**config.mk**
```make
export PLATFORM = sky130hd
export DESIGN_NAME = mem_port_arbiter
export DESIGN_NICKNAME = d
export VERILOG_FILES = /design/src/rtl/mem_port_arbiter.sv
export SDC_FILE = /design/constraint.sdc
export NUM_CORES = 1
export LEC_CHECK = 0
export ABC_AREA = 1
export CORE_MARGIN = 2
export CORE_UTILIZATION = 37
export CTS_CLUSTER_DIAMETER = 60
export DETAILED_ROUTE_END_ITERATION = 10
export GPL_TIMING_DRIVEN = 0
export PLACE_DENSITY_LB_ADDON = 0.25
export SLEW_MARGIN = 10
export SYNTH_ARGS = -nofsm -noshare
export SYNTH_HDL_FRONTEND = slang
export SYNTH_SLANG_ARGS = --single-unit
```
**constraint.sdc**
```tcl
create_clock -name clk -period 3.7 [get_ports clk]
set_input_delay 0.74 -clock clk [delete_from_list [all_inputs] [get_ports clk]]
set_output_delay 0.74 -clock clk [all_outputs]
set_load 0.1 [all_outputs]
```
**src/rtl/mem_port_arbiter.sv**
```systemverilog
// Round-robin arbiter sharing one slowmem port between two hardware threads.
// Optional read timeout is compiled in with MEMARB_TIMEOUT_EN.
module mem_port_arbiter #(
  parameter int TIMEOUT = 16
) (
  input  logic        clk,
  input  logic        reset,
  input  logic        req0,
  input  logic        req1,
  input  logic        rnotw0,
  input  logic        rnotw1,
  input  logic [15:0] addr0,
  input  logic [15:0] addr1,
  input  logic [15:0] wdata0,
  input  logic [15:0] wdata1,
  output logic        ack0,
  output logic        ack1,
  output logic [15:0] rdata0,
  output logic [15:0] rdata1,
  output logic        mem_strobe,
  output logic        mem_rnotw,
  output logic [15:0] mem_addr,
  output logic [15:0] mem_wdata,
  input  logic        mem_mfc,
  input  logic [15:0] mem_rdata,
  output logic        busy,
  output logic        owner,
  output logic        err
);

  typedef enum logic [1:0] {IDLE, ISSUE, WAIT, DONE} state_t;

  state_t           state, state_nxt;
  logic             last_grant, win, tmo, rd_op, to_flag;
  logic [15:0]      rbuf;
  logic [1:0]       ack_q;
  logic [1:0][15:0] rdata_q;

  if (TIMEOUT < 2 || TIMEOUT > 255) begin : g_bad_timeout
    $error("mem_port_arbiter: TIMEOUT out of range 2..255");
  end

  // Tie goes to the thread that did not win last time.
  assign win = (req0 && req1) ? ~last_grant : req1;

  always_comb begin
    state_nxt = state;
    case (state)
      IDLE:    if (req0 || req1) state_nxt = ISSUE;
      ISSUE:   state_nxt = rd_op ? WAIT : DONE;
      WAIT:    if (mem_mfc || tmo) state_nxt = DONE;
      default: state_nxt = IDLE;
    endcase
  end

`ifdef MEMARB_TIMEOUT_EN
  logic [7:0] wait_cnt;

  assign tmo = (state == WAIT) && !mem_mfc && (wait_cnt == 8'(TIMEOUT - 1));

  always_ff @(posedge clk or posedge reset) begin
    if (reset)                wait_cnt <= '0;
    else if (state == ISSUE)  wait_cnt <= '0;
    else if (state == WAIT)   wait_cnt <= wait_cnt + 8'd1;
  end
`else
  assign tmo = 1'b0;
`endif

  always_ff @(posedge clk or posedge reset) begin
    if (reset) begin
      state      <= IDLE;
      last_grant <= 1'b1;
      owner      <= 1'b0;
      mem_strobe <= 1'b0;
      mem_rnotw  <= 1'b1;
      mem_addr   <= '0;
      mem_wdata  <= '0;
      rd_op      <= 1'b0;
      to_flag    <= 1'b0;
      rbuf       <= '0;
      ack_q      <= '0;
      rdata_q    <= '0;
      err        <= 1'b0;
    end else begin
      state      <= state_nxt;
      mem_strobe <= 1'b0;
      mem_rnotw  <= 1'b1;
      ack_q      <= '0;
      err        <= 1'b0;
      case (state)
        IDLE: if (req0 || req1) begin
          owner      <= win;
          last_grant <= win;
          mem_strobe <= 1'b1;
          mem_rnotw  <= win ? rnotw1 : rnotw0;
          mem_addr   <= win ? addr1  : addr0;
          mem_wdata  <= win ? wdata1 : wdata0;
          rd_op      <= win ? rnotw1 : rnotw0;
          to_flag    <= 1'b0;
        end
        WAIT: begin
          if (mem_mfc) rbuf <= mem_rdata;
          else if (tmo) begin
            rbuf    <= '0;
            to_flag <= 1'b1;
          end
        end
        // Read data is published together with the ack so rdata only moves on ackN.
        DONE: begin
          ack_q[owner] <= 1'b1;
          if (rd_op) rdata_q[owner] <= rbuf;
          err <= to_flag;
        end
        default: ;
      endcase
    end
  end

  assign ack0   = ack_q[0];
  assign ack1   = ack_q[1];
  assign rdata0 = rdata_q[0];
  assign rdata1 = rdata_q[1];
  assign busy   = (state != IDLE);

endmodule

```
==> summary.txt, run 1 <==
Status
  – Status: complete, no violations

Drt
  – DRC: 0
  – Post-Route WL: 11,000 µm
  – Routed Antenna Nets: 0
  – Iter 0 DRT Violations: 165
  – DR WL/cell: 14.2 µm
  – TritonRoute pass-1 iters: 4
  – Vias per inst: roughly 4.7
  – DR vias: 3,642

Timing
  – Final setup vio count: 0
  – RSZ-0062 raised after global routing: false
  – Rel. slew slack: 31.6%
  – Min Tclk post-route: 3190 ps
  – Sum of negative setup slack: 0 ps
  – Hold Slack: 488 ps
  – Final Max Tran Viols: 0
  – Worst Skew: around 11 ps
  – Highest Clock Rate: between 300 and 400 MHz
  – Period utilization: 86.3%
  – Final hold vios: 0
  – Slew @ Worst Pin: 1020 ps

Floorplanning
  – Vertical die dimension: 108 µm
  – Die area: 11,600 µm²
  – Core Rows: 37
  – Initial Util: roughly two fifths
  – IO Count: 158
  – Die X: 108 µm
  – Core Footprint: ~10,000 µm²

Global route
  – Most used routing layer in global routing: met2
  – Initial antenna violation count: 0
  – M1 GR Usage: 23.8%
  – Vias in the first global route: 3,735
  – Global-route wire length before repair: 17,900 µm
  – Remaining Overflow, GRT: 0
  – GR Util met3: under 10%
  – GR Layer Usage met2: between 30 and 40%
  – Total track usage: 19.9%
  – Largest net degree at the start of global routing: between 40 and 50

Place
  – Placer Congestion: between 0.7 and 0.8
  – DP Wirelength: 8140 µm
  – Port bufs: 155

Clocking
  – Cts repair resizes: 0
  – Clock transition at path regs: 100 ps
  – Clock tree buffer depth: 2
  – Total clock sinks: just under 90
  – Total setup buffers inserted after CTS: 0
  – Clock Tree Root: clkbuf_8
  – TritonCTS clock tree: yes
  – Htree depth: 3
  – Worst-Skew Late Latency: 360 ps
  – Number of buffers created by CTS: 9
  – CTS Hold Buffers Added: 0

Setup path
  – Crit end category: output port
  – CP Max Fanout: 5
  – Worst Path Arrival: 2450 ps
  – R2R depth: 6
  – Setup CP Type: flip-flop to output port
  – Required @ worst endpoint: 2960 ps
  – Critical Path Start Type: flip-flop

Cells and area
  – Layout cells sized above 1: 6.57%
  – Util after Layout: 57.0%
  – Nets@finish: approximately 730
  – Commonest non-fill, non-tap cells in the layout: clkdlybuf4s50_1 (155), nand2_1 (149), dfrtp_1 (87)
  – Most common cell after layout, fill and taps aside: clkdlybuf4s50_1
  – Fill cells: 966
  – N_diodes: 0
  – Area grow syn2layout: 48.8%

Logic synthesis
  – Yosys warns: 0
  – Count of cell types in the netlist: 22
  – Top cells by area, synth: dfrtp_1 (55%), nand2_1 (14%), nand3b_1 (6.0%)
  – Sequential-to-total area share from yosys stat: around 56%
  – Syn nets: 558
  – Yosys top cell area share: 54.5%
  – Post-Syn Instances: roughly 470
  – Largest area contributor in the netlist: dfrtp_1
  – Number of register bits inferred by synthesis: 89
  – Synthesized area per cell: roughly 8.5 µm²
  – Cell area after synthesis: 3990 µm²

Worst hold path
  – Hold Crit Depth: 2
  – HP Class: flip-flop to flip-flop

Flow run
  – Max_cap viols: 0
-- flip-flops by register name, summed over array words and instances (netlist names) --
register,flops
state,2
mem_strobe,1
last_grant,1
owner,1
ack_q,2
mem_addr,16
mem_wdata,16
rdata1,16
mem_rnotw,1
rd_op,1
rbuf,16
rdata0,16
-- logic make-up after synthesis --
group	synth area share [%]
AO/OA/AOI/OAI	6.39
adder cells (fa/ha/maj)	1.25
buffers and inverters	9.03
AND/OR/NAND/NOR	27.4
other	0.0940
flip-flops	55.9
-- layer usage --
metal	vias up	wire length, µm	share of wire (%)
li1	1786	-	-
met1	1707	4630	42
met2	132	5250	48
met3	17	894	8.1
met4	0	218	2.0
met5	-	0	0
-- path summary, 6_finish.rpt --
path	startpoint	slack, ps	to
setup / recovery	state[0]	510	busy
hold / removal	last_grant	490	last_grant
setup reg to reg	state[0]	2000	rdata0[5]
hold reg to reg	last_grant	490	last_grant
max in group asynchronous	reset	2300	rdata1[3]
min in group asynchronous	reset	770	mem_addr[0]
-- cell usage after synthesis --
master,n
a21oi_1,18
buf_1,5
buf_2,9
buf_4,2
buf_6,4
clkbuf_1,6
conb_1,1
dfrtp_1,87
dfstp_2,2
ha_1,4
inv_1,55
inv_2,2
nand2_1,149
nand2_2,2
nand3_1,35
nand3b_1,32
nor2_1,18
nor2_2,1
nor2_4,1
nor2_8,1
o21ai_0,28
o21ai_1,5
-- metrics by stage --
stage,cell area (µm²),worst slack (ps),std cells
after floorplan,3990,656,467
after global placement,5710,-723,758
after detailed placement,5740,918,759
after CTS,5940,500,775
after global routing,5940,422,775
final,5940,507,775
-- layout make-up --
type / count / area, µm² / area share [%]
buffer: 26 / 146 / 2.46
inverter: 57 / 216 / 3.64
clock buffer: 9 / 124 / 2.09
tap: 136 / 170 / 2.86
multi-input combinational: 295 / 1400 / 23.6
timing repair buffer: 156 / 1580 / 26.6
clock inverter: 7 / 73.8 / 1.24
sequential: 89 / 2230 / 37.5
-- worst max-delay path, stage by stage (launching register included) --
cell             delay [ps]
dfrtp_1                 430
inv_1                    80
ha_1                    280
inv_2                   130
clkdlybuf4s50_1        1170
Power of run 1 is left out: the tool's default activity adds up to more than one toggle a clock period on the data nets, which glitch-free logic cannot reach.
==> inputs of run 2 (changes only) <==
Settings changed: ABC_AREA 1 to unset, CTS_CLUSTER_DIAMETER 60 to 100.
==> summary.txt, run 2 <==
Status
  – Status: complete, no violations (unchanged)

Timing
  – Worst Skew: 14.5 ps (was 11.1 ps)
  – Highest Clock Rate: 324 MHz (was 313 MHz)
  – Final Worst Setup Slack: 613 ps (was 507 ps)
  – Final Max Tran Viols: 0 (unchanged)
  – Final hold vios: 0 (unchanged)
  – Slew @ Worst Pin: 1030 ps (was 1020 ps)
  – Min Tclk post-route: 3090 ps (was 3190 ps)
  – RSZ-0062 raised after global routing: false (unchanged)
  – Period utilization: 83.4% (was 86.3%)
  – Rel. slew slack: 31.3% (was 31.6%)
  – Final setup vio count: 0 (unchanged)
  – Sum of negative setup slack: 0 ps (unchanged)

Floorplanning
  – Vertical die dimension: 104 µm (was 108 µm)
  – IO Count: 158 (unchanged)
  – Die area: 10,700 µm² (was 11,600 µm²)
  – Core Footprint: 9680 µm² (was 10,400 µm²)
  – Initial Util: 37.9% (was 38.3%)
  – Core Rows: 36 (was 37)
  – Die X: 104 µm (was 108 µm)

Drt
  – DR WL/cell: 15.0 µm (was 14.2 µm)
  – Routed Antenna Nets: 0 (unchanged)
  – DR vias: 2,925 (was 3,642)
  – Vias per inst: 4.71 (was 4.70)
  – DRC: 0 (unchanged)
  – Post-Route WL: 9340 µm (was 11,000 µm)
  – Iter 0 DRT Violations: 92 (was 165)
  – TritonRoute pass-1 iters: 4 (unchanged)

Logic synthesis
  – Ys flop type: dfrtp_1 (unchanged)
  – Sequential-to-total area share from yosys stat: 60.7% (was 55.9%)
  – Top cells by area, synth: dfrtp_1 (59%), mux2_2 (14%), a21oi_1 (8.9%) (was dfrtp_1 (55%), nand2_1 (14%), nand3b_1 (6.0%))
  – Top-count cell post-synth: dfrtp_1 (was nand2_1)
  – Adder-cell share of the synthesized area: 1.36% (was 1.25%)
  – Multiplexer share of the synthesized area: 15.4% (was 0%)
  – Cell area after synthesis: 3670 µm² (was 3990 µm²)
  – Synth Area in Compound Gates: 10.6% (was 6.39%)
  – Count of cell types in the netlist: 27 (was 22)
  – Synthesized area per cell: 11.7 µm² (was 8.55 µm²)
  – Synth cell count leaders: dfrtp_1 (87), a21oi_1 (65), mux2_2 (46) (was nand2_1 (149), dfrtp_1 (87), inv_1 (55))
  – Synth Area in Simple Gates: 8.52% (was 27.4%)
  – Post-synth ARST share: 100% (unchanged)
  – Largest family of logic cells by synthesized area: multiplexers (was simple AND/OR/NAND/NOR gates)
  – Syn nets: 406 (was 558)
  – Yosys top cell area share: 59.3% (was 54.5%)
  – Largest area contributor in the netlist: dfrtp_1 (unchanged)
  – Number of register bits inferred by synthesis: 89 (unchanged)
  – XOR/XNOR Fraction of Synth Area: 0% (unchanged)
  – Yosys warns: 0 (unchanged)
  – Post-Syn Instances: 315 (was 467)
  – Number of synthesized flops with an enable pin: 0 (unchanged)

Clocking
  – Total clock sinks: 89 (unchanged)
  – Cts repair resizes: 0 (unchanged)
  – TritonCTS clock tree: yes (unchanged)
  – Clock Tree Root: clkbuf_8 (unchanged)
  – Total setup buffers inserted after CTS: 0 (unchanged)
  – Clock tree buffer depth: 2 (unchanged)
  – Clock transition at path regs: 100 ps (about the same)
  – Worst-Skew Late Latency: 340 ps (was 360 ps)
  – CTS Hold Buffers Added: 0 (unchanged)
  – Number of buffers created by CTS: 9 (unchanged)
  – Htree depth: 3 (unchanged)

Global route
  – Total track usage: 17.5% (was 19.9%)
  – GR Layer Usage met2: 29.8% (was 33.4%)
  – GR Util met3: 6.29% (was 5.87%)
  – Global-route wire length before repair: 15,200 µm (was 17,900 µm)
  – Vias in the first global route: 3,149 (was 3,735)
  – Initial antenna violation count: 0 (unchanged)
  – Remaining Overflow, GRT: 0 (unchanged)
  – Largest net degree at the start of global routing: 51 (was 49)
  – M1 GR Usage: 20.6% (was 23.8%)
  – Most used routing layer in global routing: met2 (unchanged)

Setup path
  – Setup crit end: busy (unchanged)
  – Critical Path Start: state[0] (unchanged)
  – Required @ worst endpoint: 2960 ps (about the same)
  – CP Max Fanout: 4 (was 5)
  – Worst path depth: 4 (unchanged)
  – R2R Path End: rbuf[6] (was rdata0[5])
  – Slowest stage delay, CP: 1140 ps (was 1170 ps)
  – Critical Path Start Type: flip-flop (unchanged)
  – Crit end category: output port (unchanged)
  – R2R Setup Slk: 1900 ps (was 2000 ps)
  – Worst Path Arrival: 2350 ps (was 2450 ps)
  – Crit path cell chain: inv_1 -> ha_1 -> inv_2 -> clkdlybuf4s50_1 (unchanged)
  – Top Family by Delay on Critical Path: buffers and inverters (unchanged)
  – R2R depth: 5 (was 6)
  – WP buf/inv: 3 (unchanged)
  – Critical path's slowest cell: clkdlybuf4s50_1 (unchanged)
  – Setup CP Type: flip-flop to output port (unchanged)
  – Reg-to-reg startpoint: state[0] (unchanged)

Cells and area
  – Fill cells: 860 (was 966)
  – Layout cells sized above 1: 18.6% (was 6.57%)
  – Commonest non-fill, non-tap cells in the layout: clkdlybuf4s50_1 (156), dfrtp_1 (87), a21oi_1 (65) (was clkdlybuf4s50_1 (155), nand2_1 (149), dfrtp_1 (87))
  – Area grow syn2layout: 54.0% (was 48.8%)
  – Seq. cell area: 2230 µm² (unchanged)
  – Multi-input logic area: 1320 µm² (was 1400 µm²)
  – Final Cell Area: 5650 µm² (was 5940 µm²)
  – N_diodes: 0 (unchanged)
  – Most common cell after layout, fill and taps aside: clkdlybuf4s50_1 (unchanged)
  – Non-Filler Instances: 621 (was 775)
  – Nets@finish: 574 (was 725)

Place
  – Placed insts: 605 (was 759)
  – Dpl cell area: 5430 µm² (was 5740 µm²)
  – Placer Congestion: 0.744 (was 0.789)
  – DP Wirelength: 6940 µm (was 8140 µm)
  – Port bufs: 156 (was 155)
  – Setup WS pre-CTS: 988 ps (was 918 ps)

Flow run
  – Max_cap viols: 0 (unchanged)

Worst hold path
  – HP Class: flip-flop to flip-flop (unchanged)
-- run 2: how the worst min path moves through the flow --
| stage | startpoint | endpoint | slack [ps] | cells past startpoint |
|---|---|---|---|---|
| floorplan | rbuf[1] | rdata0[1] | 470 | 1 |
| global placement | rdata0[1] | rdata0[1] | 480 | 1 |
| detailed placement | rdata0[1] | rdata0[1] | 480 | 1 |
| CTS | rdata0[1] | rdata0[1] | 500 | 1 |
| global route | rdata0[1] | rdata0[1] | 530 | 1 |
| finish | rdata0[1] | rdata0[1] | 490 | 1 |
-- run 2: final cells by class --
| class | instances | area share (%) |
|---|---|---|
| Buffer | 17 | 1.70 |
| Tap cell | 133 | 2.94 |
| Sequential cell | 89 | 39.4 |
| Inverter | 6 | 0.443 |
| Clock buffer | 9 | 2.19 |
| Clock inverter | 7 | 1.79 |
| Timing Repair Buffer | 157 | 28.1 |
| Multi-Input combinational cell | 203 | 23.4 |
-- run 2: per-stage QoR --
stage	utilization (%)	hold slack [ps]
floorplan	-	471
global placement	55.7	477
detailed placement	56.1	481
CTS	58.4	502
global route	58.4	533
finish	58.4	494
-- run 2: cell families after synthesis --
| family | after synthesis |
|---|---|
| AO/OA/AOI/OAI | 73 |
| adder cells (fa/ha/maj) | 4 |
| buffers and inverters | 23 |
| flip-flops | 89 |
| multiplexers | 50 |
| other | 1 |
| AND/OR/NAND/NOR | 75 |
-- run 2: routing by layer --
metal	vias up	part of all wire, %
met5	-	0
met4	0	1.7
met3	14	9.6
met2	118	48
met1	1391	41
li1	1402	-
Power of run 2 is left out for the same reason.
==> inputs of run 3 (changes only) <==
Clock period 3.7 ns to 2.9 ns, I/O delays scaled along.
==> summary.txt, run 3 (synthesis results as in run 2) <==
Clocking
  – CTS Hold Buffers Added: 0 (unchanged)
  – Clock transition at path regs: 100 ps (about the same)
  – Total setup buffers inserted after CTS: 0 (unchanged)
  – Number of buffers created by CTS: 9 (unchanged)
  – Total clock sinks: 89 (unchanged)
  – TritonCTS clock tree: yes (unchanged)
  – Htree depth: 3 (unchanged)
  – Clock Tree Root: clkbuf_8 (unchanged)
  – Worst-Skew Late Latency: 350 ps (was 340 ps)
  – Clock tree buffer depth: 2 (unchanged)
  – Cts repair resizes: 1 (was 0)

Timing
  – Rel. slew slack: 31.3% (about the same)
  – Sum of negative setup slack: 0 ps (unchanged)
  – Worst Skew: 14.3 ps (was 14.5 ps)
  – Final Max Tran Viols: 0 (unchanged)
  – Period utilization: about nine tenths
  – Min Tclk post-route: 2650 ps
  – RSZ-0062 raised after global routing: false (unchanged)
  – Slew @ Worst Pin: 1030 ps (about the same)
  – Final hold vios: 0 (unchanged)
  – Highest Clock Rate: 377 MHz
  – Final setup vio count: 0 (unchanged)

Floorplanning
  – Die area: 10,700 µm² (unchanged)
  – Die X: 104 µm (unchanged)
  – Initial Util: 37.9% (unchanged)
  – Core Rows: 36 (unchanged)
  – Vertical die dimension: 104 µm (unchanged)
  – Core Footprint: 9680 µm² (unchanged)
  – IO Count: 158 (unchanged)

Global route
  – Largest net degree at the start of global routing: 51 (unchanged)
  – Total track usage: 17.5% (unchanged)
  – Initial antenna violation count: 0 (unchanged)
  – Vias in the first global route: 3,149 (unchanged)
  – Remaining Overflow, GRT: 0 (unchanged)
  – Global-route wire length before repair: 15,200 µm (unchanged)

Drt
  – Met2 WL: 4460 µm (was 4450 µm)
  – Vias per inst: 4.72 (was 4.71)
  – DRC: 0 (unchanged)
  – Iter 0 DRT Violations: 92 (unchanged)
  – Post-Route WL: 9330 µm (was 9340 µm)
  – Met3 wire length: 901 µm (was 898 µm)
  – Length of routed wiring on met1: 3810 µm (was 3830 µm)
  – Routed Antenna Nets: 0 (unchanged)
  – Highest metal used: met4 (unchanged)
  – DR WL/cell: 15.0 µm (about the same)
  – TritonRoute pass-1 iters: 4 (unchanged)
  – DR vias: 2,929 (was 2,925)

Cells and area
  – Layout cells sized above 1: 18.6% (unchanged)
  – Final Cell Area: 5650 µm² (about the same)
  – Area grow syn2layout: 54.0% (about the same)
  – N_diodes: 0 (unchanged)
  – Nets@finish: 574 (unchanged)
  – Commonest non-fill, non-tap cells in the layout: clkdlybuf4s50_1 (155), dfrtp_1 (87), a21oi_1 (65) (was clkdlybuf4s50_1 (156), dfrtp_1 (87), a21oi_1 (65))
  – Most common cell after layout, fill and taps aside: clkdlybuf4s50_1 (unchanged)

Place
  – Dpl cell area: 5430 µm² (unchanged)
  – Port bufs: 156 (unchanged)
  – Placer Congestion: 0.744 (unchanged)
  – DP Wirelength: 6940 µm (unchanged)

Worst hold path
  – HP Class: flip-flop to flip-flop (unchanged)

Setup path
  – Critical Path Start Type: flip-flop (unchanged)
  – Required @ worst endpoint: 2320 ps (was 2960 ps)
  – Worst Path Arrival: 2070 ps (was 2350 ps)
  – Crit end category: output port (unchanged)
  – CP Max Fanout: 4 (unchanged)
  – Setup CP Type: flip-flop to output port (unchanged)

Flow run
  – Max_cap viols: 0 (unchanged)

Status
  – Status: complete, no violations (unchanged)
==> run 3: changes by cell type in the layout (fill, tap and decap cells not counted) <==
| cell | change |
|---|---|
| clkdlybuf4s50_1 | -1 |
| dlygate4sd2_1 | +1 |
==> run 3: critical path, cell delays in order (launching register included) <==
cell and delay (ps):
dfrtp_1 410, inv_1 90, ha_1 260, inv_2 100
dlygate4sd2_1 860
==> run 3: path summary, 6_finish.rpt <==
| path | from | to | slack, ps | cells after the start |
|---|---|---|---|---|
| setup / recovery | state[0] | busy | 250 | 4 |
| hold / removal | rdata0[1] | rdata0[1] | 490 | 1 |
| setup reg to reg | state[0] | rbuf[6] | 1100 | 5 |
| hold reg to reg | rdata0[1] | rdata0[1] | 490 | 1 |
| max in group asynchronous | reset | mem_rnotw | 1570 | 3 |
| min in group asynchronous | reset | rdata1[13] | 640 | 2 |
==> run 3: metal layers <==
metal,vias up,GRT usage (%)
met2,119,29.8
li1,1402,-
met5,-,0
met4,0,5.69
met1,1393,20.6
met3,15,6.29
==> run 3: final cells by class <==
type	instances	area, µm²
Multi-Input combinational cell	203	1320
Inverter	6	25.0
Buffer	17	96.3
Timing Repair Buffer	157	1590
Clock buffer	9	124
Clock inverter	7	101
Tap cell	133	166
Fill cell	861	4030
Sequential cell	89	2230
==> run 3: through the flow <==
step / hold slack, ps / std cells / setup WS [ps] / util (%)
floorplan: 471 / 315 / 16.4 / -
global placement: 477 / 604 / -1440 / 55.7
detailed placement: 481 / 605 / 348 / 56.1
CTS: 502 / 621 / 218 / 58.4
global route: 533 / 621 / 160 / 58.4
finish: 494 / 621 / 249 / 58.4
Power of run 3 is left out for the same reason.
==> patch 1, RTL diff (config.mk and constraints of run 1) <==
Add a define of `MEMARB_TIMEOUT_EN`.
--- a/src/rtl/mem_port_arbiter.sv
+++ b/src/rtl/mem_port_arbiter.sv
@@ -1,5 +1,7 @@
 // Round-robin arbiter sharing one slowmem port between two hardware threads.
 // Optional read timeout is compiled in with MEMARB_TIMEOUT_EN.
+`define MEMARB_TIMEOUT_EN
+
 module mem_port_arbiter #(
   parameter int TIMEOUT = 16
 ) (
Formal check against the unedited RTL: same outputs for any inputs over 10 cycles, from zero or initial values and one cycle with reset high; that may be too few to reach the edited logic, so the function may still have changed.
==> patch 1 against run 1 <==
Cell count rose by 3.9%. Final area rose by 6.3%. Synthesized cell count rose by 4.5%. Setup slack improved by 0.11 ns. Area after synthesis rose by 6.1%. Maximum frequency rose by 3.7%. Highest routed layer unchanged. Sequential cell count rose by 10. Die area rose by 5.8%. Utilization fell by 1.0 points. Wire length rose by 8.4%. Largest cell class unchanged.
Power is left out: the tool's default activity adds up to more than one toggle a clock period on the data nets, which glitch-free logic cannot reach.
==> patch 1: results (changes against run 1) <==
| Metric | Value |
|---|---|
| Multi-input gate area | 1450 sq um (+3.5%) |
| Drc violations | 0 (unchanged) |
| Post-synth top cells | nand2_1, dfrtp_1, o21ai_0 |
| Detailed-router iteration count before antenna repair | 4 (unchanged) |
| Seq/Total Area, Yosys | 0.586 (+0.0272) |
| Clock slew at reported path FFs | 0.07 ns (-0.03 ns) |
| R2R Path Start | state[0] |
| Crit path largest cell delay | about 1.2 ns |
| DP Wirelength | 8.80 mm (+8.2%) |
| Max clock buf depth | 2 (unchanged) |
| #MultiIn Comb | 328 (+11%) |
| Post-synthesis adder-cell area fraction | 0.0148 (+0.00224) |
| Multi-input logic portion of the cell area | 0.230 (-0.00625) |
| Vias in the first global route | 3901 (+4.4%) |
| Nonclk inv count | 40 (-30%) |
| Final net count | 749 (+3.3%) |
| Post-DP Area | 6010 sq um (+4.7%) |
| Largest net degree at the start of global routing | 69 (+41%) |
| Hold/Removal Path Class | flip-flop to flip-flop |
| Reg2reg end | rdata0[4] |
| Sequential cell area share | 0.393 (+0.0174) |
| PortBufs | 157 (+1.3%) |
| Synth Net Count | 580 (+3.9%) |
| Total GRT Usage | 0.198 (about the same) |
| Repair and plain buffers | 179 (-1.6%) |
| Setup Buffers After CTS | 0 (unchanged) |
| NonClk Buf Share | 0.277 (-0.0130) |
| Placer congestion estimate | 0.840 (+6.5%) |
| Status | completed |
| Seq cells post-synth | 99 (+11%) |
| Share of cells above drive strength 1 | 0.0604 (-0.00530) |
| Worst hold slack | 0.471 ns (-0.0166 ns) |
| H-tree levels | 3 (unchanged) |
| Area contributors post-synth | dfrtp_1, nand2_1, o21ai_0, nor2_1, o21ai_1 |
| Beginning of the worst hold path | last_grant |
| Clock buf/inv share | 0.0478 (+0.0145) |
| Distinct cell type count after synthesis | 23 (+4.5%) |
| FF-to-FF setup slack | 2.05 ns (+0.05 ns) |
| Initial DRC count | 212 (+28%) |
| Worst R2R Path Depth | 6 (unchanged) |
| Worst EP arrival | 2.34 ns (-0.11 ns) |
| First-pass GRT wire length | 19.6 mm (+9.2%) |
| Crit-path max FO | 4 (-1) |
| Vias per inst | 4.78 (+1.7%) |
| Initial antenna violation count | 0 (unchanged) |
| Synth Area in XOR/XNOR | 0 (unchanged) |
| Hold depth | 2 (unchanged) |
| Root Driver | clkbuf_16 |
| Synth Warn # | 0 (unchanged) |
| Clk_skew | 0.0123 ns (+0.00115 ns) |
| Fillcell total | 1052 (+8.9%) |
| WHS Endpoint | last_grant |
| Synth Area in Compound Gates | 0.126 (+0.0620) |
| Post-cts resize count | 0 (unchanged) |
| Least-Margin Pin Slew | 1.05 ns (+0.0226 ns) |
| DRT Wirelength | 11.9 mm (+8.4%) |
| CP max-delay cell | clkdlybuf4s50_1 |
==> patch 1: how the worst max path moves through the flow <==
stage,start,slack (ns),cells after the start,to
global route,state[0],0.54,4,busy
CTS,state[0],0.60,4,busy
global placement,reset,-1.12,2,rbuf[0]
floorplan,reset,0.37,1,ack_q[0]
finish,state[0],0.62,4,busy
detailed placement,state[0],0.99,4,busy
==> patch 1: metal layers <==
layer	share of wire	track usage	wire length (um)	vias up
met5	0	0	0	-
met2	0.51	0.337	6050	115
met3	0.051	0.0432	605	10
met1	0.43	0.255	5130	1836
met4	0.011	0.0617	137	0
li1	-	-	-	1888
==> patch 1: per-stage QoR <==
| stage | TNS (ns) | std cells | setup WS (ns) | util |
|---|---|---|---|---|
| floorplan | 0 | 488 | 0.373 | - |
| global placement | -108.06 | 788 | -1.12 | 0.531 |
| detailed placement | 0 | 789 | 0.991 | 0.533 |
| CTS | 0 | 805 | 0.595 | 0.560 |
| global route | 0 | 805 | 0.542 | 0.560 |
| finish | 0 | 805 | 0.621 | 0.560 |
==> patch 2, RTL diff (settings of run 1) <==
Made on the original files. Encoding of `state_t`: now one-hot (4 bits for 4 states).
--- a/src/rtl/mem_port_arbiter.sv
+++ b/src/rtl/mem_port_arbiter.sv
@@ -28,7 +28,7 @@
   output logic        err
 );
 
-  typedef enum logic [1:0] {IDLE, ISSUE, WAIT, DONE} state_t;
+  typedef enum logic [3:0] {IDLE = 4'b0001, ISSUE = 4'b0010, WAIT = 4'b0100, DONE = 4'b1000} state_t;
 
   state_t           state, state_nxt;
   logic             last_grant, win, tmo, rd_op, to_flag;
Behaviour: no difference found for any inputs over 10 cycles, from zero or initial values and one cycle with reset high; not proved beyond that.
==> patch 2 against run 1 <==
Setup slack improved by 0.25 ns. Die area grew 6.2%. Wire length up 4.2%. Clock skew fell by 0.0054 ns. Sequential cell count grew 2. Via count increased by 9.3%. Worst hold slack worse by 0.017 ns. Area after synthesis up 6.5%. Non-clock buffer count increased by 6. Cell count rose by 6.8%. Final area up 5.9%. Largest cell class unchanged.
==> patch 2: results (changes against run 1) <==
| Metric | Value |
|---|---|
| Worst EP arrival | 2.20 ns (-0.25 ns) |
| Setup Buffers After CTS | 0 (unchanged) |
| Synth Area in Compound Gates | 0.0200 (-0.0439) |
| DP Wirelength | 8.78 mm (+7.9%) |
| Beginning of the worst hold path | last_grant |
| Dpl ws | 1.10 ns (+0.178 ns) |
| Worst VDD drop | approximately 0.54 mV |
| Post-cts resize count | 0 (unchanged) |
| Reg2reg end | rdata1[8] |
| Multiplexer share of the synthesized area | 0 (unchanged) |
| Root Driver | clkbuf_16 |
| Crit path largest cell delay | 0.99 ns (-0.18 ns) |
| Worst R2R Path Depth | 5 (-1) |
| Hold/Removal Path Class | flip-flop to flip-flop |
| Seq/Total Area, Yosys | 0.537 (-0.0218) |
| Distinct cell type count after synthesis | 27 (+23%) |
| Wirelength per Cell | 13.8 um (-2.5%) |
| H-tree levels | 3 (unchanged) |
| Initial DRC count | 205 (+24%) |
| Worst-Skew Late Latency | 0.33 ns (-0.03 ns) |
| Fillcell total | 1066 (+10%) |
| Final net count | 767 (+5.8%) |
| Post-DP Area | 6010 sq um (+4.6%) |
| Max clock buf depth | 2 (unchanged) |
| Placer congestion estimate | 0.797 (+1.0%) |
| Placed insts | 812 (+7.0%) |
| DRT Wirelength | 11.5 mm (+4.2%) |
| Synth Net Count | 600 (+7.5%) |
| First-pass GRT wire length | 18.9 mm (+5.1%) |
| Total GRT Usage | 0.188 (-0.0107) |
| Post-synthesis adder-cell area fraction | 0 (-0.0125) |
| Vias in the first global route | 3848 (+3.0%) |
| Initial antenna violation count | 0 (unchanged) |
| Clock slew at reported path FFs | 0.06 ns (-0.04 ns) |
| Synth Warn # | 0 (unchanged) |
| Async SR Flop Fraction | 1.00 (unchanged) |
| Worst hold slack | 0.471 ns (-0.0169 ns) |
| Gate count after technology mapping | 513 (+9.9%) |
| Synth Area in XOR/XNOR | 0 (unchanged) |
| Status | completed |
| PortBufs | 155 (unchanged) |
| Detailed-router iteration count before antenna repair | 4 (unchanged) |
| Crit-path max FO | 4 (-1) |
| Vias per inst | 4.81 (+2.3%) |
| Final period util | 0.795 (-0.0676) |
| FF-to-FF setup slack | 2.20 ns (+0.20 ns) |
| Area contributors post-synth | dfrtp_1, nand2_1, nand4_1, nand3_1, buf_6 |
| Clk_skew | 0.00570 ns (-0.00544 ns) |
| Diode count | 0 (unchanged) |
| Share of cells above drive strength 1 | 0.0861 (+0.0204) |
| R2R Path Start | owner |
| Setup crit start | state[0] |
| Internal Power | 2.65 mW |
| Slew margin rel. | 0.312 (-0.00391) |
| Post-synth top cells | nand2_1, dfrtp_1, nand3_1 |
| Largest net degree at the start of global routing | 59 (+20%) |
patch 2: changes by cell type in the layout (fill, tap and decap cells not counted), moves of 18 or more:
cell and change:
o21ai_0 -19, nand3b_1 -31, inv_1 -34, nand2_1 +107, nand4_1 +33, a21oi_1 -18
patch 2: routing by layer:
metal / routed length (um) / vias up / GRT usage
li1: - / 1958 / -
met1: 4730 / 1836 / 0.230
met2: 5530 / 167 / 0.319
met3: 981 / 18 / 0.0519
met4: 207 / 0 / 0.0658
met5: 0 / - / 0
patch 2: cell type report:
cell class | instances | area [sq um] | share of cell area
Sequential cell | 91 | 2280 | 0.363
Multi-Input combinational cell | 365 | 1660 | 0.264
Timing Repair Buffer | 156 | 1580 | 0.251
Clock buffer | 12 | 256 | 0.0408
Buffer | 32 | 216 | 0.0344
Tap cell | 143 | 179 | 0.0284
Inverter | 25 | 96.3 | 0.0153
Clock inverter | 4 | 25.0 | 0.00398
patch 2: power by group through the flow:
stage	logic [mW]	clock network, mW	registers [mW]
floorplan	0.942	0	3.17
global placement	3.37	0	1.57
detailed placement	3.42	0	1.58
CTS	3.42	0.866	1.58
global route	3.58	0.916	1.62
finish	3.40	0.854	1.58
patch 2: logic make-up after synthesis:
group | count (synthesis)
buffers and inverters | 57
flip-flops | 91
AND/OR/NAND/NOR | 347
other | 1
AO/OA/AOI/OAI | 17
patch 2: worst max-delay path, delay by kind of cell, from the launching register on:
| family | cells | cell delay [ns] |
|---|---|---|
| buf+inv | 2 | 1.05 |
| flops | 1 | 0.57 |
| simple gates | 2 | 0.25 |
